$ cat config.mk
export PLATFORM = sky130hd
export DESIGN_NAME = if_bus_fetch_flat
export DESIGN_NICKNAME = d
export VERILOG_FILES = /design/src/rtl/if_bus_fetch_pkg.sv /design/src/rtl/if_bus_fetch_if.sv /design/src/rtl/if_bus_fetch.sv /design/src/flat_wrapper.sv
export SDC_FILE = /design/constraint.sdc
export NUM_CORES = 1
export LEC_CHECK = 0
export CAP_MARGIN = 20
export CORE_UTILIZATION = 39
export CTS_CLUSTER_SIZE = 8
export DETAILED_ROUTE_END_ITERATION = 12
export GPL_ROUTABILITY_DRIVEN = 0
export GPL_TIMING_DRIVEN = 0
export PLACE_DENSITY = 0.72
export SLEW_MARGIN = 20
export SYNTH_ARGS = -nofsm -noshare
export SYNTH_HDL_FRONTEND = slang
export SYNTH_SLANG_ARGS = --single-unit
export TNS_END_PERCENT = 30
$ cat constraint.sdc
create_clock -name clk -period 1.7 [get_ports clk]
set_input_delay 0.34 -clock clk [delete_from_list [all_inputs] [get_ports clk]]
set_output_delay 0.34 -clock clk [all_outputs]
set_load 0.05 [all_outputs]
$ cat src/rtl/if_bus_fetch_pkg.sv
// Shared types and constants for the instruction-fetch bus master.
package if_bus_fetch_pkg;

  localparam int INST_ADDR_W = 32;
  localparam int INST_W      = 32;
  localparam int STALL_W     = 6;
  localparam int STALL_IF    = 1;   // stall bit that holds the IF/ID register
  localparam int CNT_W       = 8;   // timeout counter width

  localparam logic [INST_W-1:0]      NOP_INST  = 32'h0000_0000;
  localparam logic [INST_ADDR_W-1:0] ZERO_ADDR = 32'h0000_0000;

  typedef enum logic [1:0] {
    ST_IDLE    = 2'd0,
    ST_REQ     = 2'd1,
    ST_HOLD    = 2'd2,
    ST_DISCARD = 2'd3
  } fetch_state_e;

endpackage

$ cat src/rtl/if_bus_fetch_if.sv
// Instruction bus: req/ack read channel between the fetch master and memory.
interface if_bus_fetch_if;
  import if_bus_fetch_pkg::*;

  logic                   req;
  logic [INST_ADDR_W-1:0] addr;
  logic                   ack;
  logic [INST_W-1:0]      rdata;

  modport master (output req, addr, input ack, rdata);
  modport slave  (input req, addr, output ack, rdata);
endinterface

$ cat src/rtl/if_bus_fetch.sv
// Instruction-fetch bus master: one bus read per PC value, stalls the pipeline
// while the read is outstanding, delivers word+address to IF/ID, and handles
// flushes and bus timeouts.
module if_bus_fetch
  import if_bus_fetch_pkg::*;
#(
  parameter int TIMEOUT_CYC = 255   // 1..255
) (
  input  logic                   clk,
  input  logic                   rst,          // async, active low
  input  logic [INST_ADDR_W-1:0] pc,
  input  logic                   ce,
  input  logic [STALL_W-1:0]     stall,
  input  logic                   flush,
  if_bus_fetch_if.master         ibus,
  output logic [INST_W-1:0]      inst_o,
  output logic [INST_ADDR_W-1:0] inst_addr_o,
  output logic                   inst_valid,
  output logic                   stallreq_if,
  output logic                   ibus_err
);

  localparam logic [CNT_W-1:0] CNT_LAST = CNT_W'(TIMEOUT_CYC - 1);

  fetch_state_e           r_state, w_state_nxt;
  logic                   r_req, w_req_nxt;
  logic [INST_ADDR_W-1:0] r_addr, w_addr_nxt;
  logic [CNT_W-1:0]       r_cnt, w_cnt_nxt;
  logic [INST_W-1:0]      r_inst, w_inst_nxt;
  logic [INST_ADDR_W-1:0] r_iaddr, w_iaddr_nxt;
  logic                   r_valid, w_valid_nxt;
  logic                   r_err, w_err_nxt;
  logic                   w_stallreq;
  logic                   w_cnt_last;
  logic                   w_drop;
  logic                   w_unused_stall;

  assign w_cnt_last     = (r_cnt == CNT_LAST);
  // Losing ce mid-read means the PC stage no longer wants this word.
  assign w_drop         = flush | ~ce;
  assign w_unused_stall = ^{stall[STALL_W-1:STALL_IF+1], stall[STALL_IF-1:0]};

  // State register and all registered outputs.
  always_ff @(posedge clk or negedge rst) begin
    if (!rst) begin
      r_state <= ST_IDLE;
      r_req   <= 1'b0;
      r_addr  <= ZERO_ADDR;
      r_cnt   <= '0;
      r_inst  <= NOP_INST;
      r_iaddr <= ZERO_ADDR;
      r_valid <= 1'b0;
      r_err   <= 1'b0;
    end else begin
      r_state <= w_state_nxt;
      r_req   <= w_req_nxt;
      r_addr  <= w_addr_nxt;
      r_cnt   <= w_cnt_nxt;
      r_inst  <= w_inst_nxt;
      r_iaddr <= w_iaddr_nxt;
      r_valid <= w_valid_nxt;
      r_err   <= w_err_nxt;
    end
  end

  // Next-state and next-output decode; everything holds unless a case moves it.
  always_comb begin
    w_state_nxt = r_state;
    w_req_nxt   = r_req;
    w_addr_nxt  = r_addr;
    w_cnt_nxt   = r_cnt;
    w_inst_nxt  = r_inst;
    w_iaddr_nxt = r_iaddr;
    w_valid_nxt = r_valid;
    w_err_nxt   = 1'b0;
    w_stallreq  = 1'b0;
    unique case (r_state)
      ST_IDLE: begin
        // Stall the PC until its fetch has actually issued.
        w_stallreq = ce & ~flush;
        if (ce && !flush) begin
          w_addr_nxt  = pc;
          w_req_nxt   = 1'b1;
          w_cnt_nxt   = '0;
          w_state_nxt = ST_REQ;
        end
      end
      ST_REQ: begin
        w_stallreq = 1'b1;
        if (ibus.ack) begin
          // Ack wins over timeout in the same cycle.
          w_req_nxt = 1'b0;
          if (w_drop) begin
            w_state_nxt = ST_IDLE;
          end else begin
            w_inst_nxt  = ibus.rdata;
            w_iaddr_nxt = r_addr;
            w_valid_nxt = 1'b1;
            w_state_nxt = ST_HOLD;
          end
        end else if (w_cnt_last) begin
          w_req_nxt = 1'b0;
          w_err_nxt = 1'b1;
          if (w_drop) begin
            w_state_nxt = ST_IDLE;
          end else begin
            // Timed-out fetch delivers a NOP so the pipeline keeps moving.
            w_inst_nxt  = NOP_INST;
            w_iaddr_nxt = r_addr;
            w_valid_nxt = 1'b1;
            w_state_nxt = ST_HOLD;
          end
        end else begin
          w_cnt_nxt = r_cnt + 1'b1;
          // Request stays up: the bus must see the ack before req drops.
          if (w_drop) w_state_nxt = ST_DISCARD;
        end
      end
      ST_HOLD: begin
        if (flush || !stall[STALL_IF]) begin
          w_valid_nxt = 1'b0;
          w_state_nxt = ST_IDLE;
        end
      end
      ST_DISCARD: begin
        w_stallreq = 1'b1;
        if (ibus.ack) begin
          w_req_nxt   = 1'b0;
          w_state_nxt = ST_IDLE;
        end else if (w_cnt_last) begin
          w_req_nxt   = 1'b0;
          w_err_nxt   = 1'b1;
          w_state_nxt = ST_IDLE;
        end else begin
          w_cnt_nxt = r_cnt + 1'b1;
        end
      end
      default: w_state_nxt = ST_IDLE;
    endcase
  end

  assign ibus.req    = r_req;
  assign ibus.addr   = r_addr;
  assign inst_o      = r_inst;
  assign inst_addr_o = r_iaddr;
  assign inst_valid  = r_valid;
  assign ibus_err    = r_err;
  assign stallreq_if = w_stallreq;

endmodule

$ cat src/flat_wrapper.sv
// flat-port wrapper written by rule: the top's interface ports become plain ports
module if_bus_fetch_flat import if_bus_fetch_pkg::*;
#(
  parameter int TIMEOUT_CYC = 255            
)
  (clk, rst, pc, ce, stall, flush, inst_o, inst_addr_o, inst_valid, stallreq_if, ibus_err, ibus_req, ibus_addr, ibus_ack, ibus_rdata);
  if_bus_fetch_if ibus_i ();
  input  logic clk;
  input  logic rst;
  input  logic [INST_ADDR_W-1:0] pc;
  input  logic ce;
  input  logic [STALL_W-1:0] stall;
  input  logic flush;
  output logic [INST_W-1:0] inst_o;
  output logic [INST_ADDR_W-1:0] inst_addr_o;
  output logic inst_valid;
  output logic stallreq_if;
  output logic ibus_err;
  output wire logic [$bits(ibus_i.req)-1:0] ibus_req;
  output wire logic [$bits(ibus_i.addr)-1:0] ibus_addr;
  input wire logic [$bits(ibus_i.ack)-1:0] ibus_ack;
  input wire logic [$bits(ibus_i.rdata)-1:0] ibus_rdata;
  assign ibus_req = ibus_i.req;
  assign ibus_addr = ibus_i.addr;
  assign ibus_i.ack = ibus_ack;
  assign ibus_i.rdata = ibus_rdata;
  if_bus_fetch #(.TIMEOUT_CYC(TIMEOUT_CYC)) u_core (.clk(clk), .rst(rst), .pc(pc), .ce(ce), .stall(stall), .flush(flush), .ibus(ibus_i), .inst_o(inst_o), .inst_addr_o(inst_addr_o), .inst_valid(inst_valid), .stallreq_if(stallreq_if), .ibus_err(ibus_err));
endmodule
**Word level (Yosys, flattened, before mapping)**

Cells that the tools add are included.
W data, S select, Z words.

- Register bits after elaboration: 109
- Word-level logic and storage cells: 75
- Input port bits: 75

- Add/sub/neg operators: 1
- Muxes and demuxes: 33
- Reduce and logical (&&, ||, !) cells: 16
- Bitwise operators: 5
- Equality and inequality tests: 12

Operator list:

| kind | number |
|---|---|
| $mux W32 | 7 |
| $mux W8 | 3 |
| $mux W2 | 8 |
| $pmux W8 S2 | 1 |
| $mux W1 | 10 |
| $reduce_and A3 Y1 | 3 |
| $add A8 B1 Y8 const B | 1 |
| $eq A8 B8 Y1 const B | 1 |
| $pmux W2 S4 | 1 |
| $reduce_and A4 Y1 | 2 |
| $ne A3 B2 Y1 const B | 2 |
| $pmux W1 S2 | 3 |
| $reduce_bool A2 Y1 | 3 |
| $eq A2 B2 Y1 const B | 2 |
| $ne A2 B1 Y1 const B | 2 |
| $ne A2 B2 Y1 const B | 2 |
| $ne A4 B2 Y1 const B | 1 |
| $reduce_and A2 Y1 | 2 |
| $ne A3 B1 Y1 const B | 1 |
| $not A1 Y1 | 3 |
| $eq A2 B1 Y1 const B | 1 |
| $logic_not A1 Y1 | 2 |
| $logic_not A2 Y1 | 1 |
| $reduce_or A2 Y1 | 1 |
| other kinds (4) | 4 |

**Longest topological paths before layout**

- Depth after elaboration: 6
- Gate-level depth with buffers: 8
- Mapped depth without buffers: 6

**Worst setup path before layout**

Ideal clock, no wire load.

- Path type: register to output
- From: reg u_core.r_state[0]
- To: out stallreq_if
- Stages on the path, launching flop included: 6
- Path buffers: 1
- Required time: 1.360 ns
- Path slack: -0.461 ns
- Arrival: 1.821 ns
- Path through: dfrtp_1 inv_1 ha_1 nand2_1 buf_2 a21oi_1

- Longest elaborated chain between the ends: 3
- Elaborated cells on any way between the ends: 5

Ends and longest elaborated chain:

| what | RTL line | RTL |
|---|---|---|
| start: declaration | if_bus_fetch.sv:25 | `fetch_state_e r_state, w_state_nxt;` |
| start signal: assignment | if_bus_fetch.sv:55 | `r_state <= w_state_nxt;` |
| $eq A2 B1 Y1 / $eq A2 B2 Y1 (equally long branches) | if_bus_fetch.sv:77 | `unique case (r_state)` |
| $reduce_or A2 Y1 (no line) | n/a |  |
| $pmux W1 S2 (*) | if_bus_fetch.sv:77 |  |
| end: declaration | flat_wrapper.sv:17 | `output logic stallreq_if;` |

Mark *: on every way between the ends. The rest lies on a longest branch, timed or not.

**Worst setup path after layout**

Same ends and word-level chain as after synthesis.

==> impl_results.md <==
- Status: complete, but fails checks
- Failing checks: setup timing
- Num rows: 38
- # fillers: 850
- CP arrival: 1.51 ns
- Setup_tns: -1.68 ns
- Hold WC Path Type: in -> async
- Antenna violations before repair: 1
- Critical path, cell by cell: buf_4 -> ha_4 -> nor2_4 -> a21oi_4 -> buf_6
- Worst reg-to-reg setup slack: -0.07 ns
- CP Launch Type: flop
- Min cycle time layout: 1.85 ns
- Design Power: roughly 16 mW
- Cells after DPL: 612
- Drt wl/cell: 17.9 um
- Nets: 593
- Required @ worst endpoint: 1.36 ns
- Core area: 0.0110 mm2
- Syn_nets: 384
- RSZ-0062 raised after global routing: true
- Max-Cap Viols: 0
- Mean Syn Cell Area: ~15 um2
- Leak: 3.46 nW
- Syn Inst Count: 302
- Reg clk slew, reported paths: 0.07 ns
- Die W: 109 um
- Most frequent cells in the layout: 107 x dfrtp_1, 101 x dlygate4sd2_1, 66 x clkdlybuf4s50_1
- First-pass GRT wire length: 17600 um
- M1 GR Usage: 24.8%
- GR Layer Usage met3: under 10%
- Num CTS Buffers: 9
- Die height: 109 um
- Top FF cell, synth: dfrtp_1
- Via count: 3371
- GRT met2 Usage: 32.8%
- Placement Cell Area: around 0.0064 mm2
- Final HPWL DP: 7790 um
- Number of global-route vias before repair: 3389
- Max clock buf depth: 2
- Synth Cell Area: 0.00448 mm2
- Final wirelength: about 12000 um
- Final cell count without fillers: 654
- Clk sinks: between 100 and 150
- Fmax achieved: between 500 and 600 MHz
- Period utilization: 109%
- EDFF count, synth: 0
- Antenna viol nets, final: 0
- Die area: about 0.012 mm2
- Initial core utilization: 40.7%
- Clock skew: ~0.0064 ns
- Post-route setup slack: -0.151 ns
- Residual DRC count: 0
- Max Fanout on Critical Path: 5
- CTS HTree Levels: 3
- GR peak layer: met2
- Post-route cell area: 0.00710 mm2
- Seq/Total Area, Yosys: between 60% and 70%
- Type of the worst setup path: reg -> out
- Rel. slew slack: 64.0%
- Diodes inserted: 0
- Hold Violations, Final: 0
- Initial DRC Count: 140
- P&R area growth vs syn: 58.4%
- Vias per Instance: 5.15
- Cell variety after synth: about 40
- Final Max Slew Viols: 0
- Fin Hold WS: 0.496 ns
- CTS tree: yes
- CTS root buffer: clkbuf_16
- Total GRT Usage: 19.6%
- Share of layout cells above drive strength 1: 29.0%
- Worst slew pin tran: approximately 0.54 ns
- Yosys warnings: 0
- DR pass1 iterations: 4
- Commonest non-fill, non-tap cell in the layout: dfrtp_1
- Flip-flop and latch count after synthesis: 109
- Worst-Skew Late Latency: between 0.3 and 0.4 ns
- Largest net degree at the start of global routing: 59
- IO Pins: approximately 180
- Port Buf Inserts: approximately 170
- Slowest cell on crit path: dfrtp_2
- Final setup viols: 36
- Peak VDD IR: roughly 1200 uV
- Post-synth ARST share: 100%
- Total global routing overflow: 0
- Areal power density over the cells: 2190 mW/mm2
- Worst Setup End Kind: primary output
- Slowest stage delay, CP: 0.43 ns
stage by stage:
step / util [%] / setup slack [ns]
after CTS: 62.6 / -0.223
after global routing: 64.4 / -0.207
after global placement: 57.8 / -3.75
after detailed placement: 58.1 / -1.24
final: 64.4 / -0.151
after floorplan: - / -0.00791
state kept, by name, summed over array words and instances, names as in the netlist:
| name | flops |
|---|---|
| u_core.inst_addr_o | 32 |
| u_core.ibus_err | 1 |
| u_core.inst_o | 32 |
| u_core.inst_valid | 1 |
| u_core.r_cnt | 8 |
| u_core.ibus.addr | 32 |
| u_core.ibus.req | 1 |
| u_core.r_state | 2 |
logic make-up after synthesis:
family | count (synthesis) | synth area share, %
simple gates | 31 | 4.21
mux | 65 | 18.6
buf+inv | 25 | 2.93
flops | 109 | 60.8
fa+ha+maj | 7 | 1.95
compound gates | 65 | 11.5
synthesized netlist by cell type, drive strengths merged (2+ instances only):
cell    number  area (um2)
dfrtp      109        2730
or4          2        15.0
buf         15        93.8
clkbuf       2        7.51
nor2         2        10.0
o211ai       2        15.0
o21ai        8        40.0
inv          8        30.0
o211a        2        20.0
nand3        6        42.5
nor4         3        18.8
nand2        8        30.0
mux2        64         822
a21oi        8        40.0
nand4        3        25.0
a22o        32         280
or3          2        12.5
a211o        3        26.3
ha           7        87.6
final cells by class:
| cell class | instances | area (um2) | share of cell area [%] |
|---|---|---|---|
| Inverter | 8 | 30.0 | 0.423 |
| Buffer | 15 | 186 | 2.62 |
| Multi-Input combinational cell | 169 | 1760 | 24.8 |
| Tap cell | 140 | 175 | 2.47 |
| Clock inverter | 3 | 43.8 | 0.617 |
| Sequential cell | 109 | 2730 | 38.4 |
| Clock buffer | 11 | 253 | 3.56 |
| Timing Repair Buffer | 199 | 1920 | 27.1 |
critical path, delay by kind of cell, from the launching register on:
kind,cells,cell delay [ns]
simple gates,1,0.20
fa+ha+maj,1,0.16
compound gates,1,0.08
flops,1,0.43
buf+inv,2,0.30
where the power goes:
part	internal, mW	switching [mW]	leakage [nW]
combinational	3.04	5.92	1.96
sequential	3.81	0.719	1.34
clock	1.21	0.891	0.148
total	8.06	7.53	3.46
worst paths after layout:
check / startpoint / endpoint / cells after the start
max: u_core.r_state[0]$_DFFE_PN0P_ / stallreq_if / 5
min: rst / u_core.ibus.addr[18]$_DFFE_PN0P_ / 2
max reg2reg: u_core.r_state[1]$_DFFE_PN0P_ / u_core.inst_addr_o[6]$_DFFE_PN0P_ / 8
min reg2reg: u_core.inst_addr_o[1]$_DFFE_PN0P_ / u_core.inst_addr_o[1]$_DFFE_PN0P_ / 1
max in group asynchronous: rst / u_core.inst_addr_o[26]$_DFFE_PN0P_ / 3
min in group clk: u_core.inst_addr_o[1]$_DFFE_PN0P_ / u_core.inst_addr_o[1]$_DFFE_PN0P_ / 1
per-layer routing:
metal | vias up | share of wire, %
met1 | 1674 | 42
met4 | 2 | 1.1
met3 | 16 | 8.0
met2 | 133 | 48
li1 | 1546 | -
met5 | - | 0.11
repair_timing:
action	in CTS	in global routing
endpoints found under the hold margin	51	0
hold buffers	1	0
resized for setup	143	31
endpoints found under the setup margin	200	77
cloned	4	2
setup buffers	13	10
pin swaps	7	18
No activity file was read; power rests on OpenSTA's default activity.
